`config.mk`:
```
export PLATFORM = sky130hd
export DESIGN_NAME = iic_eeprom_arbiter
export DESIGN_NICKNAME = d
export VERILOG_FILES = /design/src/rtl/iic_eeprom_arbiter.sv
export SDC_FILE = /design/constraint.sdc
export NUM_CORES = 1
export LEC_CHECK = 0
export BUFFER_PORTS_ARGS = -buffer_cell sky130_fd_sc_hd__buf_2
export CAP_MARGIN = 30
export CORE_UTILIZATION = 52
export CTS_CLUSTER_SIZE = 14
export DETAILED_ROUTE_END_ITERATION = 8
export GPL_TIMING_DRIVEN = 0
export PLACE_DENSITY = 0.89
export SLEW_MARGIN = 40
export SYNTH_ARGS = -nofsm -noshare
export SYNTH_HDL_FRONTEND = slang
export SYNTH_SLANG_ARGS = --single-unit
```
`constraint.sdc`:
```
create_clock -name sys_clk -period 2.5 [get_ports sys_clk]
set_input_delay 0.625 -clock sys_clk [delete_from_list [all_inputs] [get_ports sys_clk]]
set_output_delay 0.625 -clock sys_clk [all_outputs]
set_load 0.01 [all_outputs]
```
`src/rtl/iic_eeprom_arbiter.sv`:
```
// Round-robin arbiter and sequencer sharing one IIC EEPROM byte engine between
// two single-byte requesters, with post-write tWR blocking and a done timeout.
module iic_eeprom_arbiter #(
    parameter logic [6:0]  DEV_ADDR    = 7'h50,
    parameter int unsigned TWR_CYC     = 500000,
    parameter int unsigned TIMEOUT_CYC = 2000000
) (
    input  logic        sys_clk,
    input  logic        rst,
    input  logic        i_req0_valid,
    input  logic        i_req0_rd,
    input  logic [7:0]  i_req0_addr,
    input  logic [7:0]  i_req0_wdat,
    output logic        o_req0_ack,
    input  logic        i_req1_valid,
    input  logic        i_req1_rd,
    input  logic [7:0]  i_req1_addr,
    input  logic [7:0]  i_req1_wdat,
    output logic        o_req1_ack,
    output logic [7:0]  o_rdat,
    output logic        o_err,
    output logic        o_busy,
    output logic [31:0] o_cfg_dat,
    output logic        o_cfg_start_en,
    input  logic        i_iic_done,
    input  logic [7:0]  i_iic_rd_dat
);

    localparam int unsigned CNT_W = 32;

    typedef enum logic [2:0] {
        S_IDLE,
        S_ISSUE,
        S_WAIT_DONE,
        S_RESP,
        S_WR_CYCLE
    } state_t;

    state_t             r_state;
    logic               r_gnt_id;
    logic               r_rd;
    logic [31:0]        r_cfg_dat;
    logic               r_start;
    logic               r_ack0;
    logic               r_ack1;
    logic [7:0]         r_rdat;
    logic               r_err;
    logic               r_busy;
    logic [CNT_W-1:0]   r_cnt;
    logic               r_last;
    logic               r_served;

    state_t             w_state_nxt;
    logic               w_gnt_nxt;
    logic               w_rd_nxt;
    logic [31:0]        w_cfg_nxt;
    logic               w_start_nxt;
    logic               w_ack0_nxt;
    logic               w_ack1_nxt;
    logic [7:0]         w_rdat_nxt;
    logic               w_err_nxt;
    logic [CNT_W-1:0]   w_cnt_nxt;
    logic               w_last_nxt;
    logic               w_served_nxt;

    logic               w_pick1;
    logic               w_sel_rd;
    logic [7:0]         w_sel_addr;
    logic [7:0]         w_sel_wdat;

    // On contention favour whoever was not served last; req0 until anyone has been served.
    assign w_pick1    = (i_req0_valid && i_req1_valid) ? (r_served && !r_last) : i_req1_valid;
    assign w_sel_rd   = w_pick1 ? i_req1_rd   : i_req0_rd;
    assign w_sel_addr = w_pick1 ? i_req1_addr : i_req0_addr;
    assign w_sel_wdat = w_pick1 ? i_req1_wdat : i_req0_wdat;

    // Next-state and next-output logic
    always_comb begin
        w_state_nxt  = r_state;
        w_gnt_nxt    = r_gnt_id;
        w_rd_nxt     = r_rd;
        w_cfg_nxt    = r_cfg_dat;
        w_start_nxt  = 1'b0;
        w_ack0_nxt   = 1'b0;
        w_ack1_nxt   = 1'b0;
        w_rdat_nxt   = r_rdat;
        w_err_nxt    = r_err;
        w_cnt_nxt    = r_cnt;
        w_last_nxt   = r_last;
        w_served_nxt = r_served;

        unique case (r_state)
            S_IDLE: begin
                if (i_req0_valid || i_req1_valid) begin
                    w_gnt_nxt   = w_pick1;
                    w_rd_nxt    = w_sel_rd;
                    w_cfg_nxt   = {DEV_ADDR, 1'b0, w_sel_addr, DEV_ADDR, w_sel_rd,
                                   (w_sel_rd ? 8'h00 : w_sel_wdat)};
                    w_start_nxt = 1'b1;
                    w_state_nxt = S_ISSUE;
                end
            end
            S_ISSUE: begin
                w_cnt_nxt   = '0;
                w_state_nxt = S_WAIT_DONE;
            end
            S_WAIT_DONE: begin
                if (i_iic_done) begin
                    w_rdat_nxt  = r_rd ? i_iic_rd_dat : 8'h00;
                    w_err_nxt   = 1'b0;
                    w_ack0_nxt  = !r_gnt_id;
                    w_ack1_nxt  = r_gnt_id;
                    w_state_nxt = S_RESP;
                end else if (r_cnt == CNT_W'(TIMEOUT_CYC - 1)) begin
                    w_rdat_nxt  = 8'h00;
                    w_err_nxt   = 1'b1;
                    w_ack0_nxt  = !r_gnt_id;
                    w_ack1_nxt  = r_gnt_id;
                    w_state_nxt = S_RESP;
                end else begin
                    w_cnt_nxt = r_cnt + CNT_W'(1);
                end
            end
            S_RESP: begin
                w_last_nxt   = r_gnt_id;
                w_served_nxt = 1'b1;
                if (!r_rd && !r_err) begin
                    w_cnt_nxt   = '0;
                    w_state_nxt = S_WR_CYCLE;
                end else begin
                    w_state_nxt = S_IDLE;
                end
            end
            S_WR_CYCLE: begin
                if (r_cnt == CNT_W'(TWR_CYC - 1)) begin
                    w_state_nxt = S_IDLE;
                end else begin
                    w_cnt_nxt = r_cnt + CNT_W'(1);
                end
            end
            default: begin
                w_state_nxt = S_IDLE;
            end
        endcase
    end

    // State and registered outputs
    always_ff @(posedge sys_clk) begin
        if (rst) begin
            r_state   <= S_IDLE;
            r_gnt_id  <= 1'b0;
            r_rd      <= 1'b0;
            r_cfg_dat <= '0;
            r_start   <= 1'b0;
            r_ack0    <= 1'b0;
            r_ack1    <= 1'b0;
            r_rdat    <= '0;
            r_err     <= 1'b0;
            r_busy    <= 1'b0;
            r_cnt     <= '0;
            r_last    <= 1'b0;
            r_served  <= 1'b0;
        end else begin
            r_state   <= w_state_nxt;
            r_gnt_id  <= w_gnt_nxt;
            r_rd      <= w_rd_nxt;
            r_cfg_dat <= w_cfg_nxt;
            r_start   <= w_start_nxt;
            r_ack0    <= w_ack0_nxt;
            r_ack1    <= w_ack1_nxt;
            r_rdat    <= w_rdat_nxt;
            r_err     <= w_err_nxt;
            r_busy    <= (w_state_nxt != S_IDLE);
            r_cnt     <= w_cnt_nxt;
            r_last    <= w_last_nxt;
            r_served  <= w_served_nxt;
        end
    end

    assign o_req0_ack     = r_ack0;
    assign o_req1_ack     = r_ack1;
    assign o_rdat         = r_rdat;
    assign o_err          = r_err;
    assign o_busy         = r_busy;
    assign o_cfg_dat      = r_cfg_dat;
    assign o_cfg_start_en = r_start;

endmodule

```
==> impl_metrics.csv <==
group,metric,value,unit
run_status,run_status,"complete, no violations",
floorplanning,fp-row-count,29,
logic_synthesis,synthCells,381,
logic_synthesis,synth_cell_types,54,
setup_path,crit_chain,"buf_4 > or3b_1 > or4b_4 > a2111oi_4 > buf_6 > or4_1 > a21oi_2",
clock_network,cts_buffers,9,
power,switching_share,30.3,%
clock_network,cts_tree,"built",
logic_synthesis,seq_area_frac_synth,40.9,%
logic_synthesis,yosysWarnings,0,
clock_network,post_cts_buffers,0,
floorplanning,initial_core_util,53.5,%
global_routing,grt_usage,25.5,%
sta,rsz0062_at_grt,"false",
power,p_sw,823,µW
power,ir_drop,0.475,mV
logic_synthesis,synth-edff-count,0,
layout,fin_util,65.3,%
global_routing,grt_pass1_vias,2924,
global_routing,overflow,0,
route,drc,0,
route,vias,3230,
setup_path,cp.arrival,2670,ps
sta,worst_slew_pin_slew,716,ps
layout,final_common_cell,"buf_2",
layout,fin_area,4120,µm²
floorplanning,die_h,82.6,µm
logic_synthesis,syn_area_per_cell,8.87,µm²
clock_network,cts.hold.buffers_added,0,
route,dr.pass1.iters,5,
global_routing,grt_pass1_wl,13200,µm
sta,finalCriticalPeriod,2440,ps
place,placed_cell_area,3910,µm²
sta,hold_viol_final,0,
clock_network,cts.repair.resized,1,
setup_path,crit_fanout,10,
power,power,2710,µW
sta,setup_violations,0,
power,power.density,658,nW/µm²
logic_synthesis,synth_top_area_share,40.9,%
layout,final_cell_mix,"buf_2 (84), dfxtp_1 (68), nor2_1 (32)",
route,vias_per_cell,5.74,
logic_synthesis,ys.flop_type,"dfxtp_1",
sta,slew_viol_final,0,
setup_path,crit_path_top_delay_cell,"or4b_4",
global_routing,grt_max_degree,13,
layout,drive_gt1_share,27.4,%
setup_path,critPathMaxStageDelay,580,ps
power,seq_power_share,45.1,%
clock_network,clkSlewWorstSetupHoldPaths,70,ps
power,leakage,0.00164,µW
place,routabilityCongestion,0.836,
clock_network,clock_path_buffers,2,
floorplanning,core,6310,µm²
setup_path,crit_family,"simple AND/OR/NAND/NOR gates",
layout,syn_to_final_growth,22.1,%
logic_synthesis,yosys.area.top_type,"dfxtp_1",
logic_synthesis,synth.area.top_cells,"dfxtp_1 (41%), mux2i_1 (5.0%), a21oi_1 (4.0%)",
route,drt-initial-drc-count,110,
run,maxCapViolations,0,
setup_path,cp.required,2730,ps
floorplanning,ioPinCount,92,
floorplanning,fp.dieArea,6820,µm²
sta,slew_headroom,52.0,%
global_routing,antenna_found_initial,0,
logic_synthesis,synthArstFlopShare,0,%
power,p_comb_share,22.5,%
sta,max_freq,410,MHz
sta,setup_slack,60.5,ps
logic_synthesis,yosys_register_bits,69,
layout,layout.nets,529,
sta,timing.hold.ws,457,ps
place,dp_hpwl,5920,µm
power,p_int,1890,µW
place,dp_slack,-137,ps
route,wirelength,8160,µm
sta,final.period_utilization,97.6,%
setup_path,crit_buf_inv,2,
route,avgRoutedWirePerCell,14.5,µm
layout,antennaDiodeCount,0,
clock_network,h-tree-depth,3,
setup_path,end_kind,"flip-flop",
clock_network,cts-root-buf,"clkbuf_8",
setup_path,worstSetupPathType,"reg2reg",
sta,skew,8.96,ps
clock_network,clock_sinks,69,
floorplanning,die_x,82.6,µm
logic_synthesis,netlist_area,3380,µm²
setup_path,start_kind,"flip-flop",
clock_network,clk_latency,360,ps
route,drt.antenna.violating_nets,0,
power,clockPowerShare,32.5,%
place,portBuffers,79,
worst_hold_path,hp-class,"reg2reg",
## worst min-delay path, delay by kind of cell (launching register included)
family	cells	cell delay, ps
AOI/OAI and AO/OA	1	50
DFF	1	310
and+or+nand+nor	1	50
## metrics by stage
| stage | instances | setup TNS, ps |
|---|---|---|
| after global placement | 547 | -109 |
| after CTS | 563 | 0 |
| after detailed placement | 547 | -285 |
| after global routing | 563 | 0 |
| final | 563 | 0 |
| after floorplan | 391 | 0 |
## cell families (layout without fill, tap and decap cells)
logic type	after synthesis	in the layout	synth area share [%]
and+or+nand+nor	136	136	22.6
AOI/OAI and AO/OA	103	103	21.9
DFF	69	69	40.9
buffers and inverters	49	144	7.82
muxes	17	17	5.04
xor gates and xnor gates	5	5	1.30
adders and majority gates	1	1	0.370
other	1	11	0.111
## final timing paths
path,start,endpoint,slack (ps),cells past startpoint
max,r_state[2],r_cnt[5],60,7
min,r_last,r_last,460,2
max reg2reg,r_state[2],r_cnt[5],60,7
min reg2reg,r_last,r_last,460,2
## per-layer routing
layer	global-route usage [%]	vias up	part of all wire, %
li1	-	1600	-
met1	29.8	1493	43
met4	8.10	0	1.5
met3	7.91	12	6.5
met5	0	-	0
met2	44.4	125	49
## layout make-up
type	count	area, µm²
fillers	526	2190
inverters	10	37.5
well taps	77	96.3
plain buffers	39	228
multi-input cells	273	1790
repair buffers	79	395
clock buffers	10	128
clock inverters	6	63.8
flip-flops and latches	69	1380
## cells in the mapped netlist, types with 3 or more instances
| cell | number |
|---|---|
| buf_2 | 4 |
| a22o_1 | 8 |
| or4_1 | 16 |
| or3_1 | 11 |
| nor4_1 | 3 |
| nand2_1 | 22 |
| and3_1 | 4 |
| and4_1 | 4 |
| nor4b_1 | 3 |
| a21oi_1 | 27 |
| buf_4 | 16 |
| nand2b_1 | 3 |
| a2bb2oi_1 | 8 |
| xnor2_1 | 4 |
| o21ai_0 | 11 |
| nand3_1 | 10 |
| o31ai_1 | 14 |
| nor2_1 | 33 |
| mux2i_1 | 17 |
| nor3b_1 | 4 |
| a211oi_1 | 9 |
| nor3_1 | 5 |
| inv_1 | 10 |
| nand4_1 | 8 |
| clkbuf_1 | 15 |
| a211o_1 | 4 |
| dfxtp_1 | 69 |
| a21oi_2 | 6 |
## registers in the layout, summed over array words and instances (netlist names)
signal	count
o_busy	1
o_req0_ack	1
o_rdat	8
o_req1_ack	1
r_cnt	32
o_cfg_start_en	1
o_err	1
r_state	3
r_served	1
o_cfg_dat	18
r_last	1
r_gnt_id	1
## power groups by stage
| stage | registers [µW] | clock network [µW] | logic [µW] |
|---|---|---|---|
| global placement | 1240 | 0 | 585 |
| detailed placement | 1240 | 0 | 601 |
| CTS | 1220 | 892 | 605 |
| finish | 1220 | 881 | 610 |
| global route | 1230 | 953 | 669 |
| floorplan | 1270 | 0 | 377 |
No activity file was read; power rests on OpenSTA's default activity.
